<file path="src/rtl/systolic_array_ctrl_if.sv">
`default_nettype none
// ============================================================================
// Module   : systolic_array_ctrl_if
// Brief    : Load, array and result bundle for the systolic array job sequencer.
// Revision : 1.0 - initial release
// ============================================================================
interface systolic_array_ctrl_if;
  logic        ld_valid;
  logic        ld_ready;
  logic [31:0] ld_data;
  logic        abort;
  logic [31:0] arr_a;
  logic [31:0] arr_b;
  logic        arr_clr;
  logic [16:0] arr_sum;
  logic        arr_cout;
  logic        res_valid;
  logic        res_ready;
  logic [16:0] res_sum;
  logic        res_cout;
  logic [15:0] perf_cycles;

  modport slave (
    input  ld_valid, ld_data, abort, arr_sum, arr_cout, res_ready,
    output ld_ready, arr_a, arr_b, arr_clr, res_valid, res_sum, res_cout, perf_cycles
  );

  modport master (
    output ld_valid, ld_data, abort, arr_sum, arr_cout, res_ready,
    input  ld_ready, arr_a, arr_b, arr_clr, res_valid, res_sum, res_cout, perf_cycles
  );
endinterface
`default_nettype wire

</file>
<file path="src/rtl/systolic_array_ctrl.sv">
`default_nettype none
// ============================================================================
// Module   : systolic_array_ctrl
// Brief    : Buffers A/B operands, streams them skewed into the 4x4 systolic
//            array, drains and captures the result. Optional busy-cycle
//            counter enabled by SA_CTRL_PERF_EN.
// Revision : 1.0 - initial release
// ============================================================================
module systolic_array_ctrl #(
  parameter int DRAIN_CYCLES = 3
) (
  input  wire logic            clk,
  input  wire logic            rst,
  systolic_array_ctrl_if.slave bus_io
);
  typedef enum logic [2:0] {
    S_IDLE  = 3'd0,
    S_LOAD  = 3'd1,
    S_CLEAR = 3'd2,
    S_FEED  = 3'd3,
    S_DRAIN = 3'd4,
    S_DONE  = 3'd5
  } state_e;

  localparam logic [3:0] C_FEED_LAST  = 4'd6;
  localparam logic [3:0] C_DRAIN_LAST = 4'(DRAIN_CYCLES - 1);

  state_e           state_q, state_d;
  logic [2:0]       wcnt_q, wcnt_d;
  logic [3:0]       step_q, step_d;
  logic [3:0][31:0] a_q, a_d, b_q, b_d;
  logic [31:0]      arr_a_q, arr_a_d, arr_b_q, arr_b_d;
  logic             arr_clr_q, arr_clr_d;
  logic             res_valid_q, res_valid_d;
  logic [16:0]      res_sum_q, res_sum_d;
  logic             res_cout_q, res_cout_d;
  logic             ld_ready, accept, abort_act, capture;
  logic [3:0][7:0]  lane_a, lane_b;

  assign ld_ready  = (state_q == S_IDLE) || (state_q == S_LOAD);
  assign accept    = bus_io.ld_valid && ld_ready;
  assign abort_act = bus_io.abort && (state_q != S_IDLE);
  assign capture   = (state_q == S_DRAIN) && (step_q == C_DRAIN_LAST) && !abort_act;

  always_comb begin
    state_d     = state_q;
    wcnt_d      = wcnt_q;
    step_d      = '0;
    a_d         = a_q;
    b_d         = b_q;
    res_valid_d = res_valid_q;
    res_sum_d   = res_sum_q;
    res_cout_d  = res_cout_q;
    if (accept) begin
      wcnt_d = wcnt_q + 3'd1;
      if (wcnt_q[2]) b_d[wcnt_q[1:0]] = bus_io.ld_data;
      else           a_d[wcnt_q[1:0]] = bus_io.ld_data;
    end
    case (state_q)
      S_IDLE:  if (accept) state_d = S_LOAD;
      S_LOAD:  if (accept && (wcnt_q == 3'd7)) state_d = S_CLEAR;
      S_CLEAR: state_d = S_FEED;
      S_FEED: begin
        if (step_q == C_FEED_LAST) state_d = S_DRAIN;
        else                       step_d  = step_q + 4'd1;
      end
      S_DRAIN: begin
        if (step_q == C_DRAIN_LAST) state_d = S_DONE;
        else                        step_d  = step_q + 4'd1;
      end
      S_DONE: begin
        if (bus_io.res_ready) begin
          state_d     = S_IDLE;
          res_valid_d = 1'b0;
        end
      end
      default: state_d = S_IDLE;
    endcase
    if (capture) begin
      res_valid_d = 1'b1;
      res_sum_d   = bus_io.arr_sum;
      res_cout_d  = bus_io.arr_cout;
    end
    // Abort beats any same-cycle result handshake; operand buffers are kept.
    if (abort_act) begin
      state_d     = S_IDLE;
      wcnt_d      = '0;
      step_d      = '0;
      res_valid_d = 1'b0;
    end
  end

  // Skew lanes are computed from next state so the registered outputs line up with FEED step t.
  for (genvar gi = 0; gi < 4; gi++) begin : g_lane
    logic [3:0] k;
    assign k          = step_d - 4'(gi);
    assign lane_a[gi] = ((state_d == S_FEED) && (k <= 4'd3)) ? a_q[gi][{k[1:0], 3'b000} +: 8] : 8'h00;
    assign lane_b[gi] = ((state_d == S_FEED) && (k <= 4'd3)) ? b_q[gi][{k[1:0], 3'b000} +: 8] : 8'h00;
  end

  assign arr_a_d   = lane_a;
  assign arr_b_d   = lane_b;
  assign arr_clr_d = (state_d == S_CLEAR) || abort_act;

  always_ff @(posedge clk or posedge rst) begin
    if (rst) begin
      state_q     <= S_IDLE;
      wcnt_q      <= '0;
      step_q      <= '0;
      a_q         <= '0;
      b_q         <= '0;
      arr_a_q     <= '0;
      arr_b_q     <= '0;
      arr_clr_q   <= 1'b0;
      res_valid_q <= 1'b0;
      res_sum_q   <= '0;
      res_cout_q  <= 1'b0;
    end else begin
      state_q     <= state_d;
      wcnt_q      <= wcnt_d;
      step_q      <= step_d;
      a_q         <= a_d;
      b_q         <= b_d;
      arr_a_q     <= arr_a_d;
      arr_b_q     <= arr_b_d;
      arr_clr_q   <= arr_clr_d;
      res_valid_q <= res_valid_d;
      res_sum_q   <= res_sum_d;
      res_cout_q  <= res_cout_d;
    end
  end

  assign bus_io.ld_ready  = ld_ready;
  assign bus_io.arr_a     = arr_a_q;
  assign bus_io.arr_b     = arr_b_q;
  assign bus_io.arr_clr   = arr_clr_q;
  assign bus_io.res_valid = res_valid_q;
  assign bus_io.res_sum   = res_sum_q;
  assign bus_io.res_cout  = res_cout_q;

`ifdef SA_CTRL_PERF_EN
  logic [15:0] perf_cnt_q, perf_cnt_d, perf_cycles_q, perf_cycles_d, perf_inc;

  assign perf_inc = (perf_cnt_q == 16'hFFFF) ? perf_cnt_q : perf_cnt_q + 16'd1;

  always_comb begin
    perf_cnt_d    = '0;
    perf_cycles_d = perf_cycles_q;
    if (!abort_act && ((state_q == S_CLEAR) || (state_q == S_FEED) || (state_q == S_DRAIN)))
      perf_cnt_d = perf_inc;
    if (capture) perf_cycles_d = perf_inc;
  end

  always_ff @(posedge clk or posedge rst) begin
    if (rst) begin
      perf_cnt_q    <= '0;
      perf_cycles_q <= '0;
    end else begin
      perf_cnt_q    <= perf_cnt_d;
      perf_cycles_q <= perf_cycles_d;
    end
  end

  assign bus_io.perf_cycles = perf_cycles_q;
`else
  assign bus_io.perf_cycles = 16'd0;
`endif
endmodule
`default_nettype wire

</file>
<file path="src/flat_wrapper.sv">
// flat-port wrapper written by rule: the top's interface ports become plain ports
module systolic_array_ctrl_flat 
#(
  parameter int DRAIN_CYCLES = 3
)
  (clk, rst, bus_io_ld_valid, bus_io_ld_data, bus_io_abort, bus_io_arr_sum, bus_io_arr_cout, bus_io_res_ready, bus_io_ld_ready, bus_io_arr_a, bus_io_arr_b, bus_io_arr_clr, bus_io_res_valid, bus_io_res_sum, bus_io_res_cout, bus_io_perf_cycles);
  systolic_array_ctrl_if bus_io_i ();
  input  wire logic clk;
  input  wire logic rst;
  input wire logic [$bits(bus_io_i.ld_valid)-1:0] bus_io_ld_valid;
  input wire logic [$bits(bus_io_i.ld_data)-1:0] bus_io_ld_data;
  input wire logic [$bits(bus_io_i.abort)-1:0] bus_io_abort;
  input wire logic [$bits(bus_io_i.arr_sum)-1:0] bus_io_arr_sum;
  input wire logic [$bits(bus_io_i.arr_cout)-1:0] bus_io_arr_cout;
  input wire logic [$bits(bus_io_i.res_ready)-1:0] bus_io_res_ready;
  output wire logic [$bits(bus_io_i.ld_ready)-1:0] bus_io_ld_ready;
  output wire logic [$bits(bus_io_i.arr_a)-1:0] bus_io_arr_a;
  output wire logic [$bits(bus_io_i.arr_b)-1:0] bus_io_arr_b;
  output wire logic [$bits(bus_io_i.arr_clr)-1:0] bus_io_arr_clr;
  output wire logic [$bits(bus_io_i.res_valid)-1:0] bus_io_res_valid;
  output wire logic [$bits(bus_io_i.res_sum)-1:0] bus_io_res_sum;
  output wire logic [$bits(bus_io_i.res_cout)-1:0] bus_io_res_cout;
  output wire logic [$bits(bus_io_i.perf_cycles)-1:0] bus_io_perf_cycles;
  assign bus_io_i.ld_valid = bus_io_ld_valid;
  assign bus_io_i.ld_data = bus_io_ld_data;
  assign bus_io_i.abort = bus_io_abort;
  assign bus_io_i.arr_sum = bus_io_arr_sum;
  assign bus_io_i.arr_cout = bus_io_arr_cout;
  assign bus_io_i.res_ready = bus_io_res_ready;
  assign bus_io_ld_ready = bus_io_i.ld_ready;
  assign bus_io_arr_a = bus_io_i.arr_a;
  assign bus_io_arr_b = bus_io_i.arr_b;
  assign bus_io_arr_clr = bus_io_i.arr_clr;
  assign bus_io_res_valid = bus_io_i.res_valid;
  assign bus_io_res_sum = bus_io_i.res_sum;
  assign bus_io_res_cout = bus_io_i.res_cout;
  assign bus_io_perf_cycles = bus_io_i.perf_cycles;
  systolic_array_ctrl #(.DRAIN_CYCLES(DRAIN_CYCLES)) u_core (.clk(clk), .rst(rst), .bus_io(bus_io_i));
endmodule
</file>
<file path="config.mk">
export PLATFORM = sky130hd
export DESIGN_NAME = systolic_array_ctrl_flat
export DESIGN_NICKNAME = d
export VERILOG_FILES = /design/src/rtl/systolic_array_ctrl_if.sv /design/src/rtl/systolic_array_ctrl.sv /design/src/flat_wrapper.sv
export SDC_FILE = /design/constraint.sdc
export NUM_CORES = 1
export LEC_CHECK = 0
export CAP_MARGIN = 20
export CORE_ASPECT_RATIO = 0.6
export CORE_MARGIN = 2
export CORE_UTILIZATION = 61
export DETAILED_ROUTE_END_ITERATION = 7
export PLACE_DENSITY_LB_ADDON = 0.25
export SLEW_MARGIN = 25
export SYNTH_ARGS = -nofsm -noshare
export SYNTH_HDL_FRONTEND = slang
export SYNTH_SLANG_ARGS = --single-unit
</file>
<file path="constraint.sdc">
create_clock -name clk -period 31.6 [get_ports clk]
set_clock_uncertainty 0.15 [all_clocks]
set_input_delay 9.48 -clock clk [delete_from_list [all_inputs] [get_ports clk]]
set_output_delay 9.48 -clock clk [all_outputs]
set_load 0.05 [all_outputs]
</file>
==> results.py <==
metrics = {
    "timing": {
        "finalHoldViolCount": 0,
        "min_period_ps": 12990,
        "setup_violations": 0,
        "finalCritPeriodShare_pct": 41.11,
        "tns_ps": 0,
        "slew_headroom_pct": 32.36,
        "rsz0062_at_grt": "no",
        "finalWorstSetupSlack_ps": 18610,
        "tightest_slew_ps": 1012,
        "slew_viol_final": 0,
        "max_freq_mhz": 76.98,
    },
    "clock_tree": {
        "clkSlewWorstSetupHoldPaths_ps": 70,
        "cts_max_level": 1,
        "cts_made_buffers": 31,
        "cts_tree": "done",
        "root_buffer": "clkbuf_16",
        "clockBufferDepth": 3,
        "postCtsSetupBuffers": 0,
        "cts.sinks": 350,
        "clk_latency_ps": 570,
        "cts_hold_buf": 0,
        "ctsResizeCount": 0,
    },
    "worst_setup_path": {
        "regToRegEndpoint": "u_core.bus_io.arr_a[14]$_DFF_PP0_",
        "crit_required_ps": 31910,
        "start_kind": "input pin",
        "end_kind": "register",
        "crit_slowest_cell": "buf_4",
        "rr_worst_depth": 13,
        "crit_buf_inv": 4,
        "crit_fanout": 56,
        "cp_data_arrival_time_ps": 13310,
        "rr_startpoint": "u_core.step_q[0]$_DFF_PP0_",
        "crit_type": "in -> reg",
        "path_cells": "clkdlybuf4s50_1 > o21a_1 > nor4_4 > buf_4 > inv_1 > ha_4 > buf_4 > mux2i_1 > mux2_2 > nor3_1",
        "cp_top_family": "buffers and inverters",
        "worst_path_largest_cell_delay_ps": 740,
        "rrSetupSlack_ps": 26900,
        "cp_common_cell": "buf_4",
    },
    "synthesis": {
        "synth-async-reset-ratio_pct": 100.0,
        "ys_seq_area_share_pct": 57.58,
        "yosys_warnings": 0,
        "ys.flop_type": "dfrtp_1",
        "synth_edf_count": 0,
        "synth_cell_types": 55,
        "syn-cell-area_mm2": 0.01521,
        "postSynthCellCount": 1120,
        "syn_area_per_cell_um2": 13.58,
        "ys_ff_latch": 350,
    },
    "placement": {
        "place.gp.congestion": 0.8702,
        "place_hpwl_um": 23400,
        "portBuffers": 139,
        "placed_area_mm2": 0.01679,
        "place_worst_setup_slack_ps": 18080,
    },
    "routing": {
        "vias_per_cell": 6.089,
        "dr.pass1.iters": 5,
        "routed_wl_um": 37330,
        "antenna_left": 0,
        "drc": 0,
        "post_drt_wl_per_cell_um": 23.55,
        "drtIter0Drc": 950,
        "vias": 9651,
    },
    "worst_hold_path": {
        "hold_depth": 1,
        "hold_class": "reg -> reg",
        "worstHoldEndpoint": "u_core.b_q[106]$_DFFE_PP0P_",
        "hold_start": "u_core.b_q[106]$_DFFE_PP0P_",
    },
    "floorplanning": {
        "initial_core_util_pct": 62.52,
        "rows": 44,
        "io_pins": 156,
        "die_w_um": 207.9,
        "die_h_um": 126.3,
        "core_mm2": 0.02433,
        "design.die.area_mm2": 0.02626,
    },
    "global_route": {
        "grtUsageTotal_pct": 28.75,
        "grt_max_degree": 132,
        "grt_overflow": 0,
        "grt_pass1_vias": 9627,
        "grt_pass1_wl_um": 57730,
        "antenna_found_initial": 1,
    },
    "power": {
        "pwr-share-seq_pct": 48.8,
        "p_switching_mw": 0.3473,
        "internal_power_mw": 0.9816,
        "powerDensity_mw_per_mm2": 74.03,
        "peakVddDrop_v": 0.00004892,
        "clockPowerShare_pct": 31.5,
        "p_sw_share_pct": 26.14,
        "p_leak_nw": 8.151,
        "combPwrFrac_pct": 19.7,
    },
    "status": {
        "status": "complete, no violations",
    },
    "layout": {
        "drive_above_1_share_pct": 29.85,
        "area_growth_pct": 18.00,
        "nNetsFinal": 1307,
        "n_antenna_cell": 0,
        "design_area_mm2": 0.01795,
        "nFillCells": 1596,
    },
    "job": {
        "cap_violations": 0,
    },
}
==> power by group through the flow <==
stage	Clock (mW)	Combinational, mW	Sequential, mW
floorplan	0	0.205	0.636
global placement	0	0.247	0.645
detailed placement	0	0.260	0.652
CTS	0.424	0.263	0.646
global route	0.445	0.287	0.661
finish	0.419	0.262	0.648
==> per-layer routing <==
| layer | track usage (%) | wire (µm) | vias to the layer above |
|---|---|---|---|
| met5 | 0 | 0 | - |
| met1 | 46.50 | 17960 | 5088 |
| met4 | 4.380 | 448 | 0 |
| met3 | 5.397 | 2576 | 33 |
| met2 | 41.41 | 16350 | 311 |
| li1 | - | - | 4219 |
==> logic make-up (layout without fill, tap and decap cells) <==
group	count (synthesis)	in the layout	synth area share (%)
mux	371	371	27.05
flops	350	350	57.58
simple gates	158	158	5.124
compound gates	126	126	5.749
buf+inv	97	225	3.199
fa+ha+maj	12	12	0.9870
xor+xnor	5	5	0.2879
other cells	1	16	0.02465
==> stage by stage <==
step	total power, mW	hold WS, ps	instances	utilization, %
3_3_place_gp	0.8914	331.0	1528	68.99
6_report	1.329	351.0	1585	73.77
5_1_grt	1.393	364.9	1585	73.77
2_1_floorplan	0.8411	321.2	1135	-
3_5_place_dp	0.9126	334.8	1528	68.99
4_1_cts	1.333	350.3	1584	73.71
==> cell type report <==
class | count | area (µm²) | share of cell area, %
Sequential cell | 350 | 8758 | 48.79
Multi-Input combinational cell | 688 | 6052 | 33.71
Timing Repair Buffer | 158 | 1541 | 8.587
Clock buffer | 42 | 907.1 | 5.053
Tap cell | 322 | 402.9 | 2.244
Clock inverter | 14 | 240.2 | 1.338
Inverter | 11 | 48.80 | 0.2718
==> worst reg2reg max path: cells and delay by family, from the launching register on <==
kind                     cells  cell delay (ps)
adder cells (fa/ha/maj)      2              750
multiplexers                 2              560
flip-flops                   1              320
AND/OR/NAND/NOR              3              540
AO/OA/AOI/OAI                1              170
buffers and inverters        5             2090
==> cells in the mapped netlist, types with 2 or more instances <==
| library cell | n | area, µm² |
|---|---|---|
| mux2i_1 | 80 | 800.8 |
| mux2_4 | 10 | 150.1 |
| o21ai_0 | 33 | 165.2 |
| mux2_2 | 279 | 3142 |
| o31ai_1 | 3 | 22.52 |
| buf_2 | 11 | 55.05 |
| a211oi_1 | 33 | 247.7 |
| ha_1 | 12 | 150.1 |
| buf_6 | 3 | 33.78 |
| nand3_1 | 6 | 30.03 |
| nor2b_1 | 19 | 118.9 |
| nand4b_1 | 2 | 17.52 |
| a21boi_0 | 2 | 15.01 |
| dfrtp_1 | 350 | 8758 |
| clkbuf_1 | 29 | 108.9 |
| a22oi_1 | 32 | 240.2 |
| nand4_1 | 3 | 18.77 |
| or4_1 | 2 | 15.01 |
| nand2b_1 | 5 | 31.28 |
| xor2_1 | 2 | 17.52 |
| inv_1 | 11 | 41.29 |
| buf_1 | 25 | 93.84 |
| buf_4 | 16 | 120.1 |
| nor3_1 | 18 | 90.09 |
| xnor2_1 | 3 | 26.28 |
| nand2_1 | 48 | 180.2 |
| nor3b_1 | 2 | 15.01 |
| nor2_1 | 43 | 161.4 |
| o21a_1 | 2 | 15.01 |
| mux2_1 | 2 | 22.52 |
| a21oi_1 | 10 | 50.05 |
==> worst max-delay path by stage <==
stage               depth (start not counted)          from                           endpoint  slack, ps
floorplan                                   1           rst          u_core.a_q[0]$_DFFE_PP0P_      12260
global placement                           10  bus_io_abort  u_core.bus_io.arr_a[14]$_DFF_PP0_      18260
detailed placement                         10  bus_io_abort  u_core.bus_io.arr_a[14]$_DFF_PP0_      18080
CTS                                        10  bus_io_abort  u_core.bus_io.arr_a[14]$_DFF_PP0_      18660
global route                               10  bus_io_abort  u_core.bus_io.arr_a[14]$_DFF_PP0_      18420
finish                                     10  bus_io_abort  u_core.bus_io.arr_a[14]$_DFF_PP0_      18610
==> state kept, by name (all words and copies together), names as in the netlist <==
signal and count:
u_core.step_q 4, u_core.a_q 128, u_core.bus_io.arr_b 32, u_core.b_q 128
u_core.bus_io.res_valid 1, u_core.bus_io.res_sum 17, u_core.bus_io.res_cout 1, u_core.state_q 3
u_core.wcnt_q 3, u_core.bus_io.arr_a 32, u_core.bus_io.arr_clr 1
==> layout by cell type (no fill, tap or decap), drive strengths merged, types with 5 or more instances in the layout <==
cell type and count:
a211oi 33, a21oi 10, a22oi 32, buf 19, bufinv 6, clkbuf 42, clkdlybuf4s50 139, clkinvlp 5
conb 16, dfrtp 350, ha 12, inv 11, mux2 291, mux2i 80, nand2 48, nand2b 6
nand3 6, nor2 43, nor2b 19, nor3 19, o21ai 35
Power figures use the tool's default switching activity.
